**src/rtl/idma_burst_gen.sv**
```systemverilog
// Burst generator for the iDMA address path: splits a 2-D transfer into bursts of at
// most MAX_BURST 32-byte beats, caps outstanding bursts, and pulses done at the end.
module idma_burst_gen #(
   parameter int MAX_BURST = 16,
   parameter int MAX_OUTST = 4,
   parameter int OUTW      = 3
) (
   input  logic        aclk,
   input  logic        aresetn,
   input  logic        cfg_start,
   input  logic [31:0] cfg_base_addr,
   input  logic [15:0] cfg_row_beats,
   input  logic [15:0] cfg_rows,
   input  logic [31:0] cfg_stride,
   output logic        dma_trans_burst_avalid,
   output logic [31:0] dma_trans_burst_addr,
   output logic [3:0]  dma_trans_burst_len,
   input  logic        dma_xaddr_burst_ok,
   input  logic        burst_data_done,
   output logic        busy,
   output logic        done,
   output logic        err_underflow
);

   // state  | meaning
   // IDLE   | waiting for cfg_start
   // ISSUE  | presenting bursts, advancing on dma_xaddr_burst_ok
   // DRAIN  | all bursts issued, waiting for outstanding data to complete
   typedef enum logic [1:0] {
      S_IDLE  = 2'd0,
      S_ISSUE = 2'd1,
      S_DRAIN = 2'd2
   } state_t;

   state_t          state_q;
   logic [15:0]     row_beats_q;
   logic [15:0]     rows_q;
   logic [31:0]     stride_q;
   logic [31:0]     row_addr_q;
   logic [15:0]     beat_off_q;
   logic [15:0]     row_cnt_q;
   logic            avalid_hold_q;
   logic [OUTW-1:0] outst_q;
   logic            err_q;

   logic [15:0] remain;
   logic [3:0]  len_c;
   logic [16:0] off_next;
   logic        row_end;
   logic        last_row;
   logic        below_cap;
   logic        avalid_c;
   logic        accept;
   logic        cfg_accept;

   assign remain    = row_beats_q - beat_off_q;
   assign len_c     = (remain >= 16'(MAX_BURST)) ? 4'(MAX_BURST - 1) : (remain[3:0] - 4'd1);
   assign off_next  = {1'b0, beat_off_q} + {13'd0, len_c} + 17'd1;
   assign row_end   = (off_next == {1'b0, row_beats_q});
   assign last_row  = ((row_cnt_q + 16'd1) == rows_q);
   assign below_cap = (outst_q < OUTW'(MAX_OUTST));
   // Once raised, valid is held until accepted even if the cap is reached meanwhile.
   assign avalid_c  = (state_q == S_ISSUE) && (below_cap || avalid_hold_q);
   assign accept    = avalid_c && dma_xaddr_burst_ok;
   assign cfg_accept = (state_q == S_IDLE) && cfg_start;

   assign dma_trans_burst_avalid = avalid_c;
   assign dma_trans_burst_addr   = (state_q == S_ISSUE) ?
                                   (row_addr_q + {11'd0, beat_off_q, 5'd0}) : 32'd0;
   assign dma_trans_burst_len    = (state_q == S_ISSUE) ? len_c : 4'd0;
   assign busy                   = (state_q != S_IDLE);
   assign done                   = (state_q == S_DRAIN) && (outst_q == '0);
   assign err_underflow          = err_q;

   always_ff @(posedge aclk or negedge aresetn) begin
      if (!aresetn) begin
         state_q       <= S_IDLE;
         row_beats_q   <= 16'd0;
         rows_q        <= 16'd0;
         stride_q      <= 32'd0;
         row_addr_q    <= 32'd0;
         beat_off_q    <= 16'd0;
         row_cnt_q     <= 16'd0;
         avalid_hold_q <= 1'b0;
      end else begin
         case (state_q)
            S_IDLE: begin
               avalid_hold_q <= 1'b0;
               if (cfg_start) begin
                  row_beats_q <= cfg_row_beats;
                  rows_q      <= cfg_rows;
                  stride_q    <= cfg_stride & ~32'h1F;
                  row_addr_q  <= cfg_base_addr & ~32'h1F;
                  beat_off_q  <= 16'd0;
                  row_cnt_q   <= 16'd0;
                  if ((cfg_rows == 16'd0) || (cfg_row_beats == 16'd0))
                     state_q <= S_DRAIN;
                  else
                     state_q <= S_ISSUE;
               end
            end
            S_ISSUE: begin
               avalid_hold_q <= avalid_c && !dma_xaddr_burst_ok;
               if (accept) begin
                  if (row_end) begin
                     beat_off_q <= 16'd0;
                     row_addr_q <= row_addr_q + stride_q;
                     row_cnt_q  <= row_cnt_q + 16'd1;
                     if (last_row)
                        state_q <= S_DRAIN;
                  end else begin
                     beat_off_q <= off_next[15:0];
                  end
               end
            end
            S_DRAIN: begin
               avalid_hold_q <= 1'b0;
               if (outst_q == '0)
                  state_q <= S_IDLE;
            end
            default: begin
               avalid_hold_q <= 1'b0;
               state_q       <= S_IDLE;
            end
         endcase
      end
   end

   always_ff @(posedge aclk or negedge aresetn) begin
      if (!aresetn) begin
         outst_q <= '0;
         err_q   <= 1'b0;
      end else begin
         if (cfg_accept)
            err_q <= 1'b0;
         if (accept && !burst_data_done) begin
            if (outst_q != OUTW'(MAX_OUTST))
               outst_q <= outst_q + 1'b1;
         end else if (burst_data_done && !accept) begin
            // A completion with nothing outstanding is flagged, never wrapped.
            if (outst_q == '0)
               err_q <= 1'b1;
            else
               outst_q <= outst_q - 1'b1;
         end
      end
   end

endmodule

```
**config.mk**
```make
export PLATFORM = sky130hd
export DESIGN_NAME = idma_burst_gen
export DESIGN_NICKNAME = d
export VERILOG_FILES = /design/src/rtl/idma_burst_gen.sv
export SDC_FILE = /design/constraint.sdc
export NUM_CORES = 1
export LEC_CHECK = 0
export BUFFER_PORTS_ARGS = -buffer_cell sky130_fd_sc_hd__buf_2
export CAP_MARGIN = 20
export CORE_MARGIN = 4
export CORE_UTILIZATION = 48
export CTS_CLUSTER_DIAMETER = 30
export DETAILED_ROUTE_END_ITERATION = 8
export PLACE_DENSITY = 0.76
export SETUP_SLACK_MARGIN = 0.4
export SLEW_MARGIN = 20
export SYNTH_ARGS = -nofsm -noshare
export SYNTH_HDL_FRONTEND = slang
export SYNTH_SLANG_ARGS = --single-unit
```
**constraint.sdc**
```tcl
create_clock -name aclk -period 8.5 [get_ports aclk]
set_clock_uncertainty 0.2 [all_clocks]
set_input_delay 0.85 -clock aclk [delete_from_list [all_inputs] [get_ports aclk]]
set_output_delay 0.85 -clock aclk [all_outputs]
set_load 0.01 [all_outputs]
```
==> summary.txt <==
Logic synthesis
  – Yosys reg bits: 125
  – Seq/Total Area, Yosys: 30.4%
  – Synth area leader: dfrtp_1
  – Yosys warnings: 0
  – Top-area cell type share of the netlist area: 30.4%
  – Count leader, synth: nand2_1
  – EDFF count, synth: 0
  – Top_reg_cell synth: dfrtp_1
  – Largest cells by area after synthesis: dfrtp_1, nand2_1, ha_1
  – Syn Inst Count: 1276
  – Post-synth top cells: nand2_1, dfrtp_1, a21oi_1
  – Avg Cell Area, Syn: 8.06 um^2
  – Ys async rst share: 100%
  – Distinct cell type count after synthesis: 84
  – Synth Cell Area: 10300 um^2

Global routing
  – Initial antenna violation count: 1
  – Total GRT Usage: 24.9%
  – Global-route wire length before repair: 48.4 mm
  – Largest net degree at the start of global routing: 82
  – Remaining Overflow, GRT: 0
  – Vias in the first global route: 9489

Placed design
  – Pre-CTS WS: 1120 ps
  – I/O Buffers: 125
  – RD Place Congestion: 0.911
  – Post-DP Area: 11100 um^2
  – Placed wire-length estimate: 21.9 mm

Power
  – Net Sw Power: 1.03 mW
  – Logic pwr share: 40.1%
  – Part of the power in registers: 28.6%
  – Peak supply drop: 122 uV
  – Clock power frac: 31.3%
  – Total power: 2.58 mW
  – Internal power component: 1.55 mW
  – Power per cell area: 220 nW/um^2
  – Leakage power: 5.38 nW
  – Switching Fraction: 39.9%

Routing
  – Final WL: 30.1 mm
  – DRC errors left: 0
  – Vias: 9920
  – DRT iter0 DRCs: 747
  – Drt pass-1 iters: 5
  – Met2 WL: 14.0 mm
  – DR WL met3: 1.84 mm
  – ANT nets after route: 0
  – Uppermost routed layer: met5
  – Met1 WL: 13.3 mm
  – WL/cell: 18.1 um
  – Vias per cell: 5.96

Critical path
  – CP endpoint: row_addr_q[15]$_DFFE_PN0P_
  – Critical Path AT: 7600 ps
  – Worst reg2reg path endpoint: row_addr_q[15]$_DFFE_PN0P_
  – Flop-to-flop setup slack: 1010 ps
  – Worst path top cell family by delay: compound AO/OA/AOI/OAI gates
  – CP max stage delay: 530 ps
  – Critical path peak fanout: 18
  – CP Launch Type: register
  – CP startpoint: beat_off_q[11]$_DFFE_PN0P_
  – R2R depth: 25
  – Critical path depth in cells: 25
  – Crit path kind: reg2reg
  – Worst EP required: 8610 ps
  – Critical path's slowest cell: a2111oi_4
  – R2R Path Start: beat_off_q[11]$_DFFE_PN0P_
  – Crit. End Element: register
  – Buf+Inv Stages, Crit Path: 3

Floorplanning
  – Num rows: 53
  – Die W: 154 um
  – IO Count: 141
  – Die area: 23800 um^2
  – Die H: 154 um
  – Initial Util: 48.9%
  – Core area: 21000 um^2

Status
  – Outcome: finished clean

Finish
  – Final net count: 1545
  – Fill cells: 1954
  – Final Cell Area: 11700 um^2
  – N_diodes: 0
  – Layout area overhead: 14.2%
  – Share of layout cells above drive strength 1: 14.7%

Min path
  – Worst Hold Class: in2async

Timing
  – RSZ-0062 raised after global routing: no
  – Least-Margin Pin Slew: 966 ps
  – Final Setup Violations: 0
  – Fmax: 0.134 GHz
  – Setup TNS: 0 ps
  – Fin. Hold Viols: 0
  – Final WS setup: 1010 ps
  – Max Transition Viols Final: 0
  – Final Critical Period: 7490 ps
  – Worst rel slew slack: 35.0%
  – Period Utilization, post-route: 88.1%

Clock network
  – Clock latency on the worst-skew pair: 430 ps
  – TritonCTS clock tree: yes
  – Sink Count: 125
  – Worst-path clk slew: 70 ps
  – Hold_buf cts: 0
  – CTS Buffer Depth: 2
  – Post-CTS setup buffer count: 0
  – Root Buffer: clkbuf_16
  – Post-CTS Resized: 0
  – Number of H-tree levels: 4
  – CTS Buf Count: 17

Run
  – Reported max-cap violation count: 0
registers in the layout (all words and copies together) (netlist names), 2 cells and up:
signal,cells
beat_off_q,16
outst_q,3
row_addr_q,27
row_beats_q,16
row_cnt_q,16
rows_q,16
state_q,2
stride_q,27
worst register-to-register path, delay by kind of cell, from the launching register on:
kind            cells  cell delay [ps]
buf+inv             3              630
mux                 2              580
simple gates        7             1460
fa+ha+maj           2              950
xor+xnor            1              130
compound gates     10             2900
flops               1              520
worst min path at each step:
stage,depth (start not counted),endpoint
floorplan,2,stride_q[10]$_DFFE_PN0P_
global placement,2,stride_q[26]$_DFFE_PN0P_
detailed placement,2,stride_q[30]$_DFFE_PN0P_
CTS,1,stride_q[25]$_DFFE_PN0P_
global route,1,stride_q[25]$_DFFE_PN0P_
finish,1,stride_q[25]$_DFFE_PN0P_
placed cells by master (no fill, tap or decap), types with 5 or more instances in the layout:
cell and n:
clkbuf_16 17, buf_4 14, a211oi_1 16, mux2_2 10, mux2i_1 9, a21o_1 22, a31oi_1 19, nor4_1 17
inv_1 46, and2_1 15, o21ai_0 68, a41oi_1 7, nor3_1 24, nand2_1 257, o21bai_1 9, fa_1 5
a211o_1 5, nor2b_1 14, nor2_1 68, ha_1 63, mux2_1 7, conb_1 5, xnor2_1 51, o22ai_1 18
nand3_1 47, dfrtp_1 125, and3_1 15, buf_2 124, xor2_1 33, a21oi_1 71, inv_6 6, or3_1 10
o211ai_1 14, nand2b_1 13, nand4_1 12, o31ai_1 23, or2_2 7, o21a_1 10
kinds of logic after synthesis:
kind of cell / Yosys count / synth area share (%)
compound gates: 337 / 22.4
simple gates: 525 / 23.8
mux: 26 / 2.74
flops: 125 / 30.4
other cells: 1 / 0.0365
buf+inv: 109 / 4.49
xor+xnor: 85 / 7.42
fa+ha+maj: 68 / 8.64
metal layers:
layer	global-route usage (%)	vias to the layer above
met1	33.5	4764
met3	5.15	69
met2	39.9	295
li1	-	4790
met4	9.00	2
met5	0	-
power groups by stage:
stage	combinational (mW)	sequential, mW	clock [mW]
6_report	1.04	0.739	0.810
5_1_grt	1.15	0.745	0.848
4_1_cts	1.03	0.735	0.817
3_5_place_dp	1.02	0.746	0
3_3_place_gp	1.00	0.745	0
2_1_floorplan	0.777	0.704	0
layout make-up:
cell class	count	area [um^2]	share of cell area, %
clock buffer	19	433	3.69
clock inverter	13	201	1.72
inverter	47	176	1.50
multi-input combinational	1046	6720	57.2
sequential	125	3130	26.6
tap	275	344	2.93
timing repair buffer	139	737	6.28
metrics by stage:
| stage | hold WS [ps] | utilization, % | instances |
|---|---|---|---|
| 2_1_floorplan | 252 | - | 1280 |
| 3_3_place_gp | 269 | 52.8 | 1632 |
| 3_5_place_dp | 270 | 52.8 | 1632 |
| 4_1_cts | 240 | 55.8 | 1664 |
| 5_1_grt | 268 | 55.8 | 1664 |
| 6_report | 222 | 55.8 | 1664 |
No activity file was read; power rests on OpenSTA's default activity.
